===== src/rtl/mem_stage_pkg.sv =====
// Shared types for the memory stage: op encodings, FSM states and the
// packed pipeline-latch layouts exchanged with AGEX, DE and WB.
package mem_stage_pkg;

   localparam int XLEN        = 32;
   localparam int REG_BITS    = 5;
   localparam int OP_BITS     = 6;
   localparam int CANARY_BITS = 8;

   typedef enum logic [OP_BITS-1:0] {
      OP_NOP = 6'h00,
      OP_ADD = 6'h01,
      OP_SUB = 6'h02,
      OP_AND = 6'h03,
      OP_OR  = 6'h04,
      OP_LB  = 6'h10,
      OP_LH  = 6'h11,
      OP_LW  = 6'h12,
      OP_LBU = 6'h13,
      OP_LHU = 6'h14,
      OP_SB  = 6'h18,
      OP_SH  = 6'h19,
      OP_SW  = 6'h1A
   } op_e;

   typedef enum logic [1:0] {
      S_IDLE = 2'd0,
      S_REQ  = 2'd1,
      S_RSP  = 2'd2
   } mem_state_e;

   typedef struct packed {
      logic [XLEN-1:0]        inst;
      logic [XLEN-1:0]        pc;
      op_e                    op;
      logic [XLEN-1:0]        inst_count;
      logic [REG_BITS-1:0]    reg_dest;
      logic [XLEN-1:0]        result;
      logic [XLEN-1:0]        store_data;
      logic                   wr_reg;
      logic [CANARY_BITS-1:0] bus_canary;
   } agex_latch_t;

   typedef struct packed {
      logic [XLEN-1:0]        inst;
      logic [XLEN-1:0]        pc;
      op_e                    op;
      logic [XLEN-1:0]        inst_count;
      logic [REG_BITS-1:0]    reg_dest;
      logic [XLEN-1:0]        wb_data;
      logic                   wr_reg;
      logic                   misalign;
      logic [CANARY_BITS-1:0] bus_canary;
   } mem_latch_t;

   typedef struct packed {
      logic                stall;
      logic                fwd_valid;
      logic [REG_BITS-1:0] reg_dest;
      logic [XLEN-1:0]     fwd_data;
   } mem_to_agex_t;

   typedef struct packed {
      logic                mem_busy;
      logic [REG_BITS-1:0] reg_dest;
      logic                wr_reg;
   } mem_to_de_t;

   localparam int AGEX_LATCH_WIDTH       = $bits(agex_latch_t);
   localparam int MEM_LATCH_WIDTH        = $bits(mem_latch_t);
   localparam int FROM_MEM_TO_AGEX_WIDTH = $bits(mem_to_agex_t);
   localparam int FROM_MEM_TO_DE_WIDTH   = $bits(mem_to_de_t);

   function automatic logic is_load(op_e op);
      return op inside {OP_LB, OP_LH, OP_LW, OP_LBU, OP_LHU};
   endfunction

   function automatic logic is_store(op_e op);
      return op inside {OP_SB, OP_SH, OP_SW};
   endfunction

endpackage


===== src/rtl/mem_lane_align.sv =====
// Byte-lane steering for the memory stage: store byte enables and lane
// replication, load extraction with sign/zero extension, alignment check.
module mem_lane_align
   import mem_stage_pkg::*;
(
   input  logic [OP_BITS-1:0] op,
   input  logic [1:0]         addr,
   input  logic [XLEN-1:0]    store_data,
   input  logic [XLEN-1:0]    rdata,
   output logic [3:0]         be,
   output logic [XLEN-1:0]    wdata,
   output logic [XLEN-1:0]    load_data,
   output logic               misalign
);

   op_e             op_v;
   logic [XLEN-1:0] byte_word;
   logic [XLEN-1:0] half_word;

   assign op_v      = op_e'(op);
   assign byte_word = rdata >> {addr, 3'b000};
   assign half_word = rdata >> {addr[1], 4'b0000};

   always_comb begin
      // NOTE: every output gets a default before the case so no path leaves
      // one unassigned, which would otherwise infer a latch.
      be        = 4'b0000;
      wdata     = '0;
      load_data = '0;
      misalign  = 1'b0;
      unique case (op_v)
         OP_SB: begin
            be    = 4'b0001 << addr;
            wdata = {4{store_data[7:0]}};
         end
         OP_SH: begin
            misalign = addr[0];
            be       = 4'b0011 << {addr[1], 1'b0};
            wdata    = {2{store_data[15:0]}};
         end
         OP_SW: begin
            misalign = (addr != 2'b00);
            be       = 4'b1111;
            wdata    = store_data;
         end
         OP_LB:  load_data = {{24{byte_word[7]}}, byte_word[7:0]};
         OP_LBU: load_data = {24'h0, byte_word[7:0]};
         OP_LH: begin
            misalign  = addr[0];
            load_data = {{16{half_word[15]}}, half_word[15:0]};
         end
         OP_LHU: begin
            misalign  = addr[0];
            load_data = {16'h0, half_word[15:0]};
         end
         OP_LW: begin
            misalign  = (addr != 2'b00);
            load_data = rdata;
         end
         default: ;
      endcase
   end

endmodule


===== src/rtl/mem_stage.sv =====
// Pipeline memory stage: drives the data-memory handshake, stalls AGEX on
// outstanding accesses, forwards results. Optional macro MEM_STALL_CNT_EN.
module mem_stage
   import mem_stage_pkg::*;
#(
   parameter int DBITS          = 32,
   parameter int DMEM_ADDR_BITS = 16
) (
   input  logic                              clk,
   input  logic                              reset,
   input  logic [AGEX_LATCH_WIDTH-1:0]       from_AGEX_latch,
   output logic [MEM_LATCH_WIDTH-1:0]        MEM_latch_out,
   output logic [FROM_MEM_TO_AGEX_WIDTH-1:0] from_MEM_to_AGEX,
   output logic [FROM_MEM_TO_DE_WIDTH-1:0]   from_MEM_to_DE,
   output logic                              dmem_req_valid,
   input  logic                              dmem_req_ready,
   output logic                              dmem_we,
   output logic [DMEM_ADDR_BITS-1:0]         dmem_addr,
   output logic [DBITS-1:0]                  dmem_wdata,
   output logic [3:0]                        dmem_be,
   input  logic                              dmem_rsp_valid,
   input  logic [DBITS-1:0]                  dmem_rdata
`ifdef MEM_STALL_CNT_EN
   ,
   output logic [31:0]                       mem_stall_cycles
`endif
);

   agex_latch_t  agex;
   mem_latch_t   mem_latch_q, mem_latch_d;
   mem_to_agex_t to_agex;
   mem_to_de_t   to_de;
   mem_state_e   state_q, state_d;

   logic            op_load, op_store, op_mem;
   logic            misalign, mis_mem;
   logic [3:0]      be;
   logic [XLEN-1:0] wdata, load_data;
   logic            req_valid, stall, load_done;

   assign agex     = from_AGEX_latch;
   assign op_load  = is_load(agex.op);
   assign op_store = is_store(agex.op);
   assign op_mem   = op_load | op_store;
   assign mis_mem  = op_mem & misalign;

   mem_lane_align u_lane (
      .op         (agex.op),
      .addr       (agex.result[1:0]),
      .store_data (agex.store_data),
      .rdata      (dmem_rdata),
      .be         (be),
      .wdata      (wdata),
      .load_data  (load_data),
      .misalign   (misalign)
   );

   // Upstream is frozen by stall, so the request fields come straight from
   // the AGEX latch and remain stable through REQ and RSP.
   always_comb begin
      state_d   = state_q;
      req_valid = 1'b0;
      stall     = 1'b0;
      load_done = 1'b0;
      unique case (state_q)
         S_IDLE: begin
            if (op_mem && !misalign) begin
               req_valid = 1'b1;
               if (!dmem_req_ready) begin
                  state_d = S_REQ;
                  stall   = 1'b1;
               end else if (op_load) begin
                  state_d = S_RSP;
                  stall   = 1'b1;
               end
            end
         end
         S_REQ: begin
            req_valid = 1'b1;
            if (!dmem_req_ready) begin
               stall = 1'b1;
            end else if (op_load) begin
               state_d = S_RSP;
               stall   = 1'b1;
            end else begin
               state_d = S_IDLE;
            end
         end
         S_RSP: begin
            if (dmem_rsp_valid) begin
               load_done = 1'b1;
               state_d   = S_IDLE;
            end else begin
               stall = 1'b1;
            end
         end
         default: state_d = S_IDLE;
      endcase
   end

   always_comb begin
      mem_latch_d = '0;
      if (!stall) begin
         mem_latch_d.inst       = agex.inst;
         mem_latch_d.pc         = agex.pc;
         mem_latch_d.op         = agex.op;
         mem_latch_d.inst_count = agex.inst_count;
         mem_latch_d.reg_dest   = agex.reg_dest;
         mem_latch_d.wb_data    = load_done ? load_data : agex.result;
         mem_latch_d.wr_reg     = agex.wr_reg & ~mis_mem;
         mem_latch_d.misalign   = mis_mem;
         mem_latch_d.bus_canary = agex.bus_canary;
      end
   end

   always_ff @(posedge clk or negedge reset) begin
      // NOTE: sequential state uses non-blocking assignments so every flop
      // samples pre-edge values regardless of statement order.
      if (!reset) begin
         state_q     <= S_IDLE;
         mem_latch_q <= '0;
      end else begin
         state_q     <= state_d;
         mem_latch_q <= mem_latch_d;
      end
   end

   always_comb begin
      to_agex.stall     = stall;
      to_agex.fwd_valid = (!op_load && agex.wr_reg) || load_done;
      to_agex.reg_dest  = agex.reg_dest;
      to_agex.fwd_data  = load_done ? load_data : agex.result;
      to_de.mem_busy    = (state_q != S_IDLE) || stall;
      to_de.reg_dest    = agex.reg_dest;
      to_de.wr_reg      = agex.wr_reg & ~mis_mem;
   end

   // Combinational outputs follow the AGEX latch, so force them low while
   // reset is held rather than waiting for upstream to clear.
   assign MEM_latch_out    = mem_latch_q;
   assign from_MEM_to_AGEX = reset ? to_agex : '0;
   assign from_MEM_to_DE   = reset ? to_de : '0;
   assign dmem_req_valid   = reset & req_valid;
   assign dmem_we          = dmem_req_valid & op_store;
   assign dmem_addr        = dmem_req_valid ? agex.result[DMEM_ADDR_BITS-1:0] : '0;
   assign dmem_wdata       = dmem_req_valid ? wdata : '0;
   assign dmem_be          = dmem_req_valid ? be : 4'b0000;

`ifdef MEM_STALL_CNT_EN
   logic [31:0] stall_cnt_q;

   always_ff @(posedge clk or negedge reset) begin
      if (!reset) begin
         stall_cnt_q <= '0;
      end else if (stall && (stall_cnt_q != '1)) begin
         stall_cnt_q <= stall_cnt_q + 32'd1;
      end
   end

   assign mem_stall_cycles = stall_cnt_q;
`endif

endmodule


===== config.mk =====
export PLATFORM = sky130hd
export DESIGN_NAME = mem_stage
export DESIGN_NICKNAME = d
export VERILOG_FILES = /design/src/rtl/mem_stage_pkg.sv /design/src/rtl/mem_lane_align.sv /design/src/rtl/mem_stage.sv
export SDC_FILE = /design/constraint.sdc
export NUM_CORES = 1
export LEC_CHECK = 0
export CORE_AREA = 2 2 178 180
export CTS_BUF_LIST = sky130_fd_sc_hd__clkbuf_8 sky130_fd_sc_hd__clkbuf_16
export CTS_CLUSTER_SIZE = 20
export DETAILED_ROUTE_END_ITERATION = 16
export DIE_AREA = 0 0 180 182
export PLACE_DENSITY = 0.65
export SLEW_MARGIN = 40
export SYNTH_ARGS = -nofsm -noshare
export SYNTH_HDL_FRONTEND = slang
export SYNTH_HIERARCHICAL = 1
export SYNTH_SLANG_ARGS = --single-unit

===== constraint.sdc =====
create_clock -name clk -period 17 [get_ports clk]
set_clock_uncertainty 0.05 [all_clocks]
set_input_delay 5.1 -clock clk [delete_from_list [all_inputs] [get_ports clk]]
set_output_delay 5.1 -clock clk [all_outputs]
set_load 0.1 [all_outputs]

# Yosys cells after proc, flatten, opt, wreduce, memory -nomap -nowiden
# Cells that the tools add are included.
dict set report totals {
  out_inout_bits 249
  regBits 151
}
dict set report classes {
  n_mux 27
  eq_ne 14
  n_reduce_logical 14
  shift 4
  n_bitwise 6
}
# op n
set ops {}
lappend ops {{$pmux 32 s5} 1}
lappend ops {{$mux 149} 1}
lappend ops {{$pmux 32 s3} 1}
lappend ops {{$mux 32} 2}
lappend ops {{$eq 6x5->1 const B} 8}
lappend ops {{$mux 39} 1}
lappend ops {{$shr 32x5->16} 1}
lappend ops {{$shr 32x5->8} 1}
lappend ops {{$mux 16} 1}
lappend ops {{$mux 2} 6}
lappend ops {{$pmux 4 s3} 1}
lappend ops {{$mux 1} 7}
lappend ops {{$mux 7} 1}
lappend ops {{$ne 2x2->1 const B} 3}
lappend ops {{$pmux 2 s3} 1}
lappend ops {{$reduce_bool 5->1} 1}
lappend ops {{$and 1x1->1} 4}
lappend ops {{$mux 4} 1}
lappend ops {{$pmux 1 s2} 2}
lappend ops {{$reduce_and 4->1} 1}
lappend ops {{$reduce_bool 2->1} 2}
lappend ops {{$shl 1x2->4 const A} 1}
lappend ops {{$shl 2x2->4 const A} 1}
lappend ops {{$ne 3x3->1 const B} 1}
lappend ops {{12 further kinds} 15}

# Logic depth before layout (Yosys ltp)
# Gate-level depths: netlist of the first run.
dict set report depth {
  word_depth 9
  ltp_mapped 11
  ltp_nobuf 8
}

# Hierarchy
# The synthesis of the first run kept the hierarchy.
# mod seq_area_each_um2 n_inst area_each_um2 cells_per_inst
set by_module_without_submodules {}
lappend by_module_without_submodules {mem_stage 3778.6 1 5913.2 495}
lappend by_module_without_submodules {mem_lane_align 0.0 1 1266.2 142}

# Least setup slack after synthesis of the first run
# Ideal clock, no wire load.
dict set report synth_path {
  path_kind {input-to-output}
  start {input port from_AGEX_latch[111]}
  end {output port from_MEM_to_AGEX[38]}
  arrival_time_ps 7944
  path_stages 10
  slack_ps 3906
  required_time_ps 11850
  path_buffers 2
  path_cell_list {buf_6 or4b_4 nor2_1 a211o_1 a22o_1 nor4b_1 a221o_1 o221ai_4 clkbuf_1 nor2_1}
}
dict set report synth_between {
  elab_chain_cells 8
}
# element line_no
set synth_rtl {}
lappend synth_rtl {{start, declared} mem_stage.sv:11} ;# input logic [AGEX_LATCH_WIDTH-1:0] from_AGEX_latch,
lappend synth_rtl {{$eq 6x5->1} mem_lane_align.sv:31} ;# unique case (op_v)
lappend synth_rtl {{$reduce_or 3->1 (no source line) / $reduce_or 2->1 (equally long branches)} -}
lappend synth_rtl {{$pmux 1 s2 *} mem_lane_align.sv:31}
lappend synth_rtl {{net misalign} mem_stage.sv:36} ;# logic misalign, mis_mem;
lappend synth_rtl {{$logic_not 1->1 *} mem_stage.sv:67} ;# if (op_mem && !misalign) begin
lappend synth_rtl {{$logic_and 1x1->1 *} mem_stage.sv:67}
lappend synth_rtl {{$mux 1 *} mem_stage.sv:67}
lappend synth_rtl {{$pmux 1 s3 *} mem_stage.sv:65} ;# unique case (state_q)
lappend synth_rtl {{$mux 39 *} mem_stage.sv:141} ;# assign from_MEM_to_AGEX = reset ? to_agex : '0;
lappend synth_rtl {{end, declared} mem_stage.sv:13} ;# output logic [FROM_MEM_TO_AGEX_WIDTH-1:0] from_MEM_to_AGEX,
# Mark *: on every way through the listed nets, which the timed path passes. The rest lies on a longest branch.

# Worst setup path in the final report of the first run
dict set report layout_path {
  start {input port from_AGEX_latch[110]}
  end {output port dmem_addr[4]}
}
dict set report layout_between {
  elab_chain_cells 9
}
# element line_no
set layout_rtl {}
lappend layout_rtl {{$eq 6x5->1} mem_lane_align.sv:31}
lappend layout_rtl {{$reduce_or 3->1 (no source line) / $reduce_or 2->1 (equally long branches)} -}
lappend layout_rtl {{$pmux 1 s2 *} mem_lane_align.sv:31}
lappend layout_rtl {{net misalign} mem_stage.sv:36}
lappend layout_rtl {{$logic_not 1->1 *} mem_stage.sv:67}
lappend layout_rtl {{$logic_and 1x1->1 *} mem_stage.sv:67}
lappend layout_rtl {{$mux 1 *} mem_stage.sv:67}
lappend layout_rtl {{$pmux 1 s2 *} mem_stage.sv:65}
lappend layout_rtl {{$and 1x1->1 *} mem_stage.sv:143} ;# assign dmem_req_valid = reset & req_valid;
lappend layout_rtl {{$mux 16 *} mem_stage.sv:145} ;# assign dmem_addr = dmem_req_valid ? agex.result[DMEM_ADDR_BITS-1:0] : '0;
lappend layout_rtl {{end, declared} mem_stage.sv:18} ;# output logic [DMEM_ADDR_BITS-1:0] dmem_addr,
# Marks and branches as above.

==> impl_table.tex, run 1 <==
\begin{tabular}{lr}
\hline
Metric & Value \\
\hline
\multicolumn{2}{l}{\textbf{Synth}} \\
\quad Register bit count reported by yosys & 151 \\
\quad Asr flop ratio synth & 100.0\% \\
\quad Top\_reg\_cell synth & sky130\_fd\_sc\_hd\_\_dfrtp\_1 \\
\quad Number of warnings printed during yosys synthesis & 6 \\
\quad Count of flip-flops with a built-in enable after synthesis & 0 \\
\quad Net count after synthesis & 853 \\
\quad Mean area per synthesized cell & approximately 11 um\^{}2 \\
\quad Netlist area before placement & 0.007179 mm\^{}2 \\
\quad Sequential-to-total area share from yosys stat & 52.63\% \\
\quad Synthesized instance count & 637 \\
\quad Cell variety after synth & 53 \\
\multicolumn{2}{l}{\textbf{Clock tree}} \\
\quad CTS tree & yes \\
\quad CTS Hold Buffers Added & 0 \\
\quad Clock Path Buffers & 2 \\
\quad CTS Buf Count & 17 \\
\quad \# Post-CTS Setup Buffers & 0 \\
\quad CTS sink count & 151 \\
\quad CTS Root Buffer Type & sky130\_fd\_sc\_hd\_\_clkbuf\_16 \\
\quad Post-CTS clock slew at the launch and capture registers of the worst setup and hold paths & 70 ps \\
\quad Number of cells upsized or downsized after cts & 0 \\
\quad Clock latency reported for the late side of the worst-skew pair & 420 ps \\
\quad Number of H-tree branching levels & 4 \\
\multicolumn{2}{l}{\textbf{Timing}} \\
\quad Final worst-path cycle share & 83.59\% \\
\quad Post-route setup TNS & 0 ps \\
\quad Unrepaired setup endpoints after global routing & false \\
\quad Max Clk Rate & 70.37 MHz \\
\quad Max-slew headroom at the worst pin & between 40 and 50\% \\
\quad Fin. Hold Viols & 0 \\
\quad Shortest clock period the worst path allows after layout & 14210 ps \\
\quad Worst-Margin Slew & 744.6 ps \\
\quad Final count of pins violating max slew & 0 \\
\quad Final setup viols & 0 \\
\multicolumn{2}{l}{\textbf{Place}} \\
\quad Post-detail-place hpwl & 22820 um \\
\quad Number of port buffers & 464 \\
\quad Placed inst area & between 0.01 and 0.015 mm\^{}2 \\
\quad Final GP Congestion & between 0.8 and 0.9 \\
\multicolumn{2}{l}{\textbf{Floorplan}} \\
\quad Total die area & 0.03276 mm\^{}2 \\
\quad Area inside the core boundary & $\sim$0.031 mm\^{}2 \\
\quad Number of rows created at floorplan & 65 \\
\quad Die width & between 150 and 200 um \\
\quad Initial standard-cell utilization of the core & 23.17\% \\
\quad Die extent in y & between 150 and 200 um \\
\quad Number of top-level pins & 465 \\
\multicolumn{2}{l}{\textbf{Critical path}} \\
\quad Startpoint of the lowest-slack register-to-register path & state\_q[1] \\
\quad Count of cells along the worst register-to-register path & 4 \\
\quad Category of the critical setup timing path & input pin to primary output \\
\quad Reg-to-reg endpoint & MEM\_latch\_out[15] \\
\quad Worst Setup Start Kind & input pin \\
\quad Worst Path Required & between 10000 and 15000 ps \\
\quad Critical path, cell by cell & clkdlybuf4s50\_1, buf\_4, xnor2\_1, nor2\_1, a211o\_1, a22o\_1, nor4b\_1, a221o\_1, and2b\_1, buf\_4, and3\_1, buf\_2 \\
\quad Crit-path max FO & 54 \\
\quad Slack of the worst reg-to-reg path & 15060 ps \\
\quad Cell type with the highest occurrence count on the critical path & sky130\_fd\_sc\_hd\_\_buf\_4 \\
\quad Cell with the biggest individual delay on the critical path & sky130\_fd\_sc\_hd\_\_clkdlybuf4s50\_1 \\
\quad Kind of end point of the critical path & primary output \\
\quad Arrival time at the worst endpoint & 9060 ps \\
\quad Cell family contributing the most delay on the critical path & buffers and inverters \\
\quad CP bufs+invs & 4 \\
\quad Largest stage delay, worst path & 830 ps \\
\multicolumn{2}{l}{\textbf{Layout}} \\
\quad Layout-stage area growth over the synthesis result & 59.36\% \\
\quad Final Instance Area & 0.01144 mm\^{}2 \\
\quad Number of nets in the final layout & approximately 1300 \\
\quad Final Core Density & 36.92\% \\
\quad Share of post-route cells with drive strength above 1 & 29.70\% \\
\multicolumn{2}{l}{\textbf{Detailed routing}} \\
\quad Iteration count of the initial detailed-routing pass & 5 \\
\quad Per-cell via count in the routed design & 4.467 \\
\quad Starting DRT DRC Count & 450 \\
\quad Number of nets with antenna violations after detailed routing & 0 \\
\quad Number of vias in the routed layout & 6674 \\
\quad Residual DRC count & 0 \\
\quad Post-DR wirelength/cell & 19.58 um \\
\quad Detailed-route wire length & 29250 um \\
\multicolumn{2}{l}{\textbf{Run}} \\
\quad Number of max-cap violations & 0 \\
\multicolumn{2}{l}{\textbf{Hold path}} \\
\quad Hold\_sp & state\_q[0] \\
\quad Min-delay worst type & flip-flop to flip-flop \\
\quad Cell depth of the worst hold path & 2 \\
\quad Worst Hold Path EP & state\_q[1] \\
\multicolumn{2}{l}{\textbf{Global routing}} \\
\quad Pin count of the biggest net entering global routing & 114 \\
\quad Number of antenna violations at the first check in global routing & 1 \\
\quad Via count of the first global-routing pass & 6830 \\
\quad Global-route wire length before repair & 43590 um \\
\quad Gr usage total & 17.62\% \\
\quad Residual overflow from global routing & 0 \\
\multicolumn{2}{l}{\textbf{Power}} \\
\quad Power density normalized to cell area & between 100 and 150 mW/mm\^{}2 \\
\quad Leakage power summed over all cells & roughly 5.9 nW \\
\quad Maximum vdd drop & 0.05872 mV \\
\quad Total chip power & 0.001241 W \\
\multicolumn{2}{l}{\textbf{Run status}} \\
\quad Run status & complete, no violations \\
\hline
\end{tabular}
==> worst register-to-register path, stage by stage (launching register included) <==
cell	delay [ps]
sky130_fd_sc_hd__dfrtp_1	500
sky130_fd_sc_hd__nor2b_1	370
sky130_fd_sc_hd__o221a_1	310
sky130_fd_sc_hd__buf_4	380
sky130_fd_sc_hd__nor2_1	180
==> synth_stat cells (2+ instances only) <==
cell type / number / area, um^2
sky130_fd_sc_hd__a211o_1: 2 / 17.52
sky130_fd_sc_hd__a21o_1: 10 / 75.07
sky130_fd_sc_hd__a21o_2: 7 / 61.31
sky130_fd_sc_hd__a21oi_1: 6 / 30.03
sky130_fd_sc_hd__a221o_1: 16 / 160.2
sky130_fd_sc_hd__a22o_1: 18 / 157.7
sky130_fd_sc_hd__and2_1: 128 / 800.8
sky130_fd_sc_hd__and3_1: 60 / 375.4
sky130_fd_sc_hd__buf_1: 2 / 7.510
sky130_fd_sc_hd__buf_2: 10 / 50.05
sky130_fd_sc_hd__buf_4: 6 / 45.04
sky130_fd_sc_hd__buf_6: 13 / 146.4
sky130_fd_sc_hd__clkbuf_1: 18 / 67.56
sky130_fd_sc_hd__clkbuf_2: 4 / 20.02
sky130_fd_sc_hd__dfrtp_1: 151 / 3779
sky130_fd_sc_hd__inv_1: 5 / 18.77
sky130_fd_sc_hd__mux2i_1: 41 / 410.4
sky130_fd_sc_hd__mux4_2: 8 / 180.2
sky130_fd_sc_hd__nand2_1: 3 / 11.26
sky130_fd_sc_hd__nand2b_1: 3 / 18.77
sky130_fd_sc_hd__nand3_1: 2 / 10.01
sky130_fd_sc_hd__nand3b_1: 2 / 15.01
sky130_fd_sc_hd__nor2_1: 76 / 285.3
sky130_fd_sc_hd__nor2b_1: 2 / 12.51
sky130_fd_sc_hd__nor3_1: 2 / 10.01
sky130_fd_sc_hd__nor4b_1: 3 / 26.28
sky130_fd_sc_hd__o21a_1: 2 / 15.01
sky130_fd_sc_hd__o21ai_0: 3 / 15.01
sky130_fd_sc_hd__o2bb2ai_1: 8 / 70.07
sky130_fd_sc_hd__o31ai_1: 2 / 15.01
sky130_fd_sc_hd__xnor2_1: 2 / 17.52
==> cell type report <==
| class | instances | area (um^2) |
|---|---|---|
| flip-flops and latches | 151 | 3779 |
| inverters | 6 | 22.52 |
| repair buffers | 476 | 3510 |
| diodes | 1 | 2.502 |
| multi-input cells | 426 | 3055 |
| fillers | 3126 | 19550 |
| clock inverters | 15 | 143.9 |
| clock buffers | 17 | 425.4 |
| well taps | 402 | 503.0 |
==> per-stage QoR <==
step	hold slack, ps	std cells	worst slack [ps]
2_1_floorplan	535.6	637	3906
3_3_place_gp	593.2	1461	2393
3_5_place_dp	603.0	1461	2831
4_1_cts	620.1	1493	2821
5_1_grt	668.6	1494	2558
6_report	628.6	1494	2790
==> metal layers <==
layer	GRT usage (%)	part of all wire, %	vias to the layer above
li1	-	-	3077
met1	21.23	40	3219
met2	30.07	50	349
met3	5.215	7.8	29
met4	5.919	1.8	0
met5	0	0	-
==> power by group <==
part,switching (W),internal [W],total [W]
Combinational,0.000373,0.0000981,0.000472
Clock,0.000168,0.000205,0.000373
Sequential,0.00000762,0.000389,0.000397
Total,0.000549,0.000692,0.00124
==> cell families (layout without fill, tap and decap cells) <==
kind of cell / count (synthesis) / in the layout / share of synthesized area [%]
other: 0 / 1 / 0
multiplexers: 50 / 50 / 8.383
buffers and inverters: 60 / 514 / 5.176
flip-flops: 151 / 151 / 52.63
AND/OR/NAND/NOR: 291 / 291 / 23.30
AO/OA/AOI/OAI: 83 / 83 / 10.26
XOR/XNOR: 2 / 2 / 0.2440
==> state kept, by name, indices dropped and copies added, names as in the netlist <==
register       flops
state_q            2
MEM_latch_out    149
==> worst max-delay path by stage <==
| stage | start | to | slack [ps] | cells past startpoint |
|---|---|---|---|---|
| final | from_AGEX_latch[110] | dmem_addr[4] | 2790 | 12 |
| after global routing | from_AGEX_latch[110] | dmem_addr[4] | 2560 | 12 |
| after CTS | from_AGEX_latch[110] | dmem_addr[4] | 2820 | 12 |
| after detailed placement | from_AGEX_latch[110] | dmem_addr[4] | 2830 | 12 |
| after global placement | from_AGEX_latch[110] | dmem_addr[4] | 2390 | 12 |
| after floorplan | from_AGEX_latch[111] | from_MEM_to_AGEX[38] | 3910 | 10 |
==> cells in the final DEF (no fill, tap or decap), types with 2 or more instances in the layout <==
cell type / netlist / layout
sky130_fd_sc_hd__o31ai_1: 2 / 2
sky130_fd_sc_hd__a21oi_1: 6 / 6
sky130_fd_sc_hd__o21a_1: 2 / 2
sky130_fd_sc_hd__buf_4: 6 / 16
sky130_fd_sc_hd__clkdlybuf4s50_1: 0 / 213
sky130_fd_sc_hd__inv_1: 5 / 6
sky130_fd_sc_hd__a22o_1: 18 / 18
sky130_fd_sc_hd__mux2i_1: 41 / 41
sky130_fd_sc_hd__and3_1: 60 / 60
sky130_fd_sc_hd__dfrtp_1: 151 / 151
sky130_fd_sc_hd__o21ai_0: 3 / 3
sky130_fd_sc_hd__buf_2: 10 / 244
sky130_fd_sc_hd__a21o_1: 10 / 10
sky130_fd_sc_hd__nand3b_1: 2 / 2
sky130_fd_sc_hd__nor2b_1: 2 / 2
sky130_fd_sc_hd__clkinv_4: 0 / 2
sky130_fd_sc_hd__clkbuf_16: 0 / 17
sky130_fd_sc_hd__buf_6: 13 / 2
sky130_fd_sc_hd__inv_6: 0 / 4
sky130_fd_sc_hd__and2_1: 128 / 128
sky130_fd_sc_hd__nor2_1: 76 / 75
sky130_fd_sc_hd__clkinvlp_4: 0 / 4
sky130_fd_sc_hd__a211o_1: 2 / 2
sky130_fd_sc_hd__a221o_1: 16 / 16
sky130_fd_sc_hd__nand2b_1: 3 / 3
sky130_fd_sc_hd__inv_8: 0 / 2
sky130_fd_sc_hd__mux4_2: 8 / 8
sky130_fd_sc_hd__nor4b_1: 3 / 3
sky130_fd_sc_hd__o2bb2ai_1: 8 / 8
sky130_fd_sc_hd__nand2_1: 3 / 3
sky130_fd_sc_hd__a21o_2: 7 / 7
Power figures use the tool's default switching activity.
==> inputs of run 2 (changes only) <==
- CORE_AREA: 2 2 178 180 -> 2 2 180 182
- DIE_AREA: 0 0 180 182 -> 0 0 182 184
- PLACE_DENSITY: 0.65 -> 0.66
- clock period: 17 -> 13 ns (I/O delays scaled with it)
==> impl_table.tex, run 2 (synthesis gave the netlist of run 1 again) <==
\begin{tabular}{lr}
\hline
Metric & Value \\
\hline
\multicolumn{2}{l}{\textbf{Run status}} \\
\quad Run status & complete, no violations \\
\multicolumn{2}{l}{\textbf{Critical path}} \\
\quad Critical path, cell by cell & clkdlybuf4s50\_1, xnor2\_1, nor2\_1, a211o\_1, a22o\_1, nor3b\_1, a221o\_1, and2b\_1, buf\_4, and3\_1, buf\_12 \\
\quad Worst Path Required & 9050 ps \\
\quad Kind of end point of the critical path & primary output \\
\quad Arrival time at the worst endpoint & roughly 7700 ps \\
\quad Cell with the biggest individual delay on the critical path & sky130\_fd\_sc\_hd\_\_clkdlybuf4s50\_1 \\
\quad Largest stage delay, worst path & about 800 ps \\
\quad Category of the critical setup timing path & input pin to primary output \\
\quad Worst Setup Start Kind & input pin \\
\quad Crit-path max FO & 54 \\
\multicolumn{2}{l}{\textbf{Power}} \\
\quad Portion of total power attributed to the clock network & 31.3\% \\
\quad Comb power frac & a little under two fifths \\
\quad Maximum vdd drop & 0.08288 mV \\
\quad Switching share of power & between 40\% and 50\% \\
\quad Part of the power in registers & 31.0\% \\
\quad Power density normalized to cell area & $\sim$140 mW/mm\^{}2 \\
\quad Leakage power summed over all cells & 6.061 nW \\
\quad Cell Int Power & roughly 0.00093 W \\
\quad Net switching power figure & 0.0007444 W \\
\multicolumn{2}{l}{\textbf{Floorplan}} \\
\quad Number of rows created at floorplan & 65 \\
\quad Area inside the core boundary & 0.03139 mm\^{}2 \\
\quad Total die area & 0.03349 mm\^{}2 \\
\quad Die extent in y & 184 um \\
\quad Number of top-level pins & 465 \\
\quad Die width & about 180 um \\
\quad Initial standard-cell utilization of the core & 22.87\% \\
\multicolumn{2}{l}{\textbf{Timing}} \\
\quad Final count of pins violating max slew & 0 \\
\quad Max Clk Rate & 86.19 MHz \\
\quad Post-route setup TNS & 0 ps \\
\quad Final setup viols & 0 \\
\quad Max-slew headroom at the worst pin & 44.86\% \\
\quad Unrepaired setup endpoints after global routing & false \\
\quad Final worst-path cycle share & 89.25\% \\
\quad Shortest clock period the worst path allows after layout & 11600 ps \\
\quad Worst-Margin Slew & $\sim$830 ps \\
\quad Fin. Hold Viols & 0 \\
\multicolumn{2}{l}{\textbf{Global routing}} \\
\quad Number of antenna violations at the first check in global routing & 3 \\
\quad Global-route wire length before repair & 44550 um \\
\quad Pin count of the biggest net entering global routing & 114 \\
\quad Residual overflow from global routing & 0 \\
\quad Gr usage total & between 10\% and 20\% \\
\quad Via count of the first global-routing pass & 7020 \\
\multicolumn{2}{l}{\textbf{Detailed routing}} \\
\quad Post-DR wirelength/cell & 20.23 um \\
\quad Starting DRT DRC Count & 500 \\
\quad Number of vias in the routed layout & 6702 \\
\quad Met2 Routed Length & 14800 um \\
\quad Detailed-route wire length & about 30000 um \\
\quad Routed metal-1 wirelength & 11870 um \\
\quad Iteration count of the initial detailed-routing pass & 6 \\
\quad Met3 routed WL & 3040 um \\
\quad Residual DRC count & 0 \\
\quad Number of nets with antenna violations after detailed routing & 0 \\
\quad Per-cell via count in the routed design & roughly 4.5 \\
\quad DR top layer & met5 \\
\multicolumn{2}{l}{\textbf{Clock tree}} \\
\quad Clock latency reported for the late side of the worst-skew pair & between 400 and 500 ps \\
\quad \# Post-CTS Setup Buffers & 0 \\
\quad Post-CTS clock slew at the launch and capture registers of the worst setup and hold paths & 70 ps \\
\quad CTS tree & yes \\
\quad CTS Root Buffer Type & sky130\_fd\_sc\_hd\_\_clkbuf\_16 \\
\quad Clock Path Buffers & 2 \\
\quad CTS Buf Count & 17 \\
\quad CTS sink count & 151 \\
\quad Number of H-tree branching levels & 4 \\
\quad Number of cells upsized or downsized after cts & 0 \\
\quad CTS Hold Buffers Added & 0 \\
\multicolumn{2}{l}{\textbf{Layout}} \\
\quad Flip-flop count of the largest register after layout & 149 \\
\quad Number of nets in the final layout & 1294 \\
\quad Non-filler instance count after layout & roughly 1500 \\
\quad Layout-stage area growth over the synthesis result & 72.41\% \\
\quad Most frequent cells in the layout & sky130\_fd\_sc\_hd\_\_clkdlybuf4s50\_1 (214), sky130\_fd\_sc\_hd\_\_buf\_2 (165), sky130\_fd\_sc\_hd\_\_dfrtp\_1 (151) \\
\quad Commonest non-fill, non-tap cell in the layout & sky130\_fd\_sc\_hd\_\_clkdlybuf4s50\_1 \\
\quad Share of post-route cells with drive strength above 1 & between 20 and 30\% \\
\multicolumn{2}{l}{\textbf{Place}} \\
\quad Number of port buffers & approximately 460 \\
\quad Final GP Congestion & approximately 0.87 \\
\quad Cell total after placement & 1461 \\
\quad Post-detail-place hpwl & 23570 um \\
\multicolumn{2}{l}{\textbf{Run}} \\
\quad Number of max-cap violations & 0 \\
\multicolumn{2}{l}{\textbf{Hold path}} \\
\quad Min-delay worst type & flip-flop to flip-flop \\
\hline
\end{tabular}
-- run 2: cell types whose count changed in the layout (fill, tap and decap cells not counted), moves of 2 or more --
| cell | before | now |
|---|---|---|
| sky130_fd_sc_hd__buf_4 | 16 | 40 |
| sky130_fd_sc_hd__buf_12 | 0 | 54 |
| sky130_fd_sc_hd__clkinv_8 | 0 | 4 |
| sky130_fd_sc_hd__inv_6 | 4 | 2 |
| sky130_fd_sc_hd__inv_8 | 2 | 6 |
| sky130_fd_sc_hd__buf_2 | 244 | 165 |
| sky130_fd_sc_hd__clkinvlp_4 | 4 | 0 |
-- run 2: power by group through the flow --
stage | logic (W) | clock network (W) | registers [W]
2_1_floorplan | 0.000158 | 0 | 0.000828
3_3_place_gp | 0.000673 | 0 | 0.000529
3_5_place_dp | 0.000634 | 0 | 0.000528
4_1_cts | 0.000635 | 0.000541 | 0.000519
5_1_grt | 0.000654 | 0.000559 | 0.000523
6_report | 0.000632 | 0.000523 | 0.000518
-- run 2: metrics by stage --
stage / setup slack [ps] / area, um^2 / hold WS (ps) / power (W) / util [%]
global placement: 1483 / 12550 / 588.1 / 0.001202 / 39.97
floorplan: 2306 / 7179 / 535.6 / 0.0009858 / -
detailed placement: 1378 / 11740 / 614.7 / 0.001162 / 37.39
CTS: 1374 / 12360 / 635.5 / 0.001695 / 39.37
finish: 1398 / 12380 / 631.1 / 0.001673 / 39.43
global route: 1183 / 12380 / 688.2 / 0.001736 / 39.43
-- run 2: layout make-up --
class / instances / area, um^2
fillers: 3072 / 19010
diodes: 1 / 2.502
repair buffers: 476 / 4385
clock inverters: 15 / 197.7
clock buffers: 17 / 425.4
inverters: 6 / 22.52
flip-flops and latches: 151 / 3779
multi-input cells: 426 / 3063
well taps: 402 / 503.0
-- run 2: worst paths after layout --
check                           slack (ps)                 to            startpoint  depth (start not counted)
worst max-delay path                  1400       dmem_addr[7]  from_AGEX_latch[110]                         11
worst min-delay path                   630         state_q[1]            state_q[0]                          2
worst max register to register       10780  MEM_latch_out[18]            state_q[1]                          4
worst min register to register         630         state_q[1]            state_q[0]                          2
max in group asynchronous             7970  MEM_latch_out[81]                 reset                          3
min in group asynchronous             3380  MEM_latch_out[41]                 reset                          1
-- run 2: worst max-delay path, delay by kind of cell --
kind / cells / cell delay (ps)
AND/OR/NAND/NOR: 4 / 930
XOR/XNOR: 1 / 510
buffers and inverters: 3 / 1410
AO/OA/AOI/OAI: 3 / 830
-- run 2: routing by layer --
| metal | vias to the layer above | GRT usage, % |
|---|---|---|
| li1 | 3067 | - |
| met1 | 3223 | 20.65 |
| met2 | 379 | 30.70 |
| met3 | 29 | 6.458 |
| met4 | 4 | 5.097 |
| met5 | - | 0 |
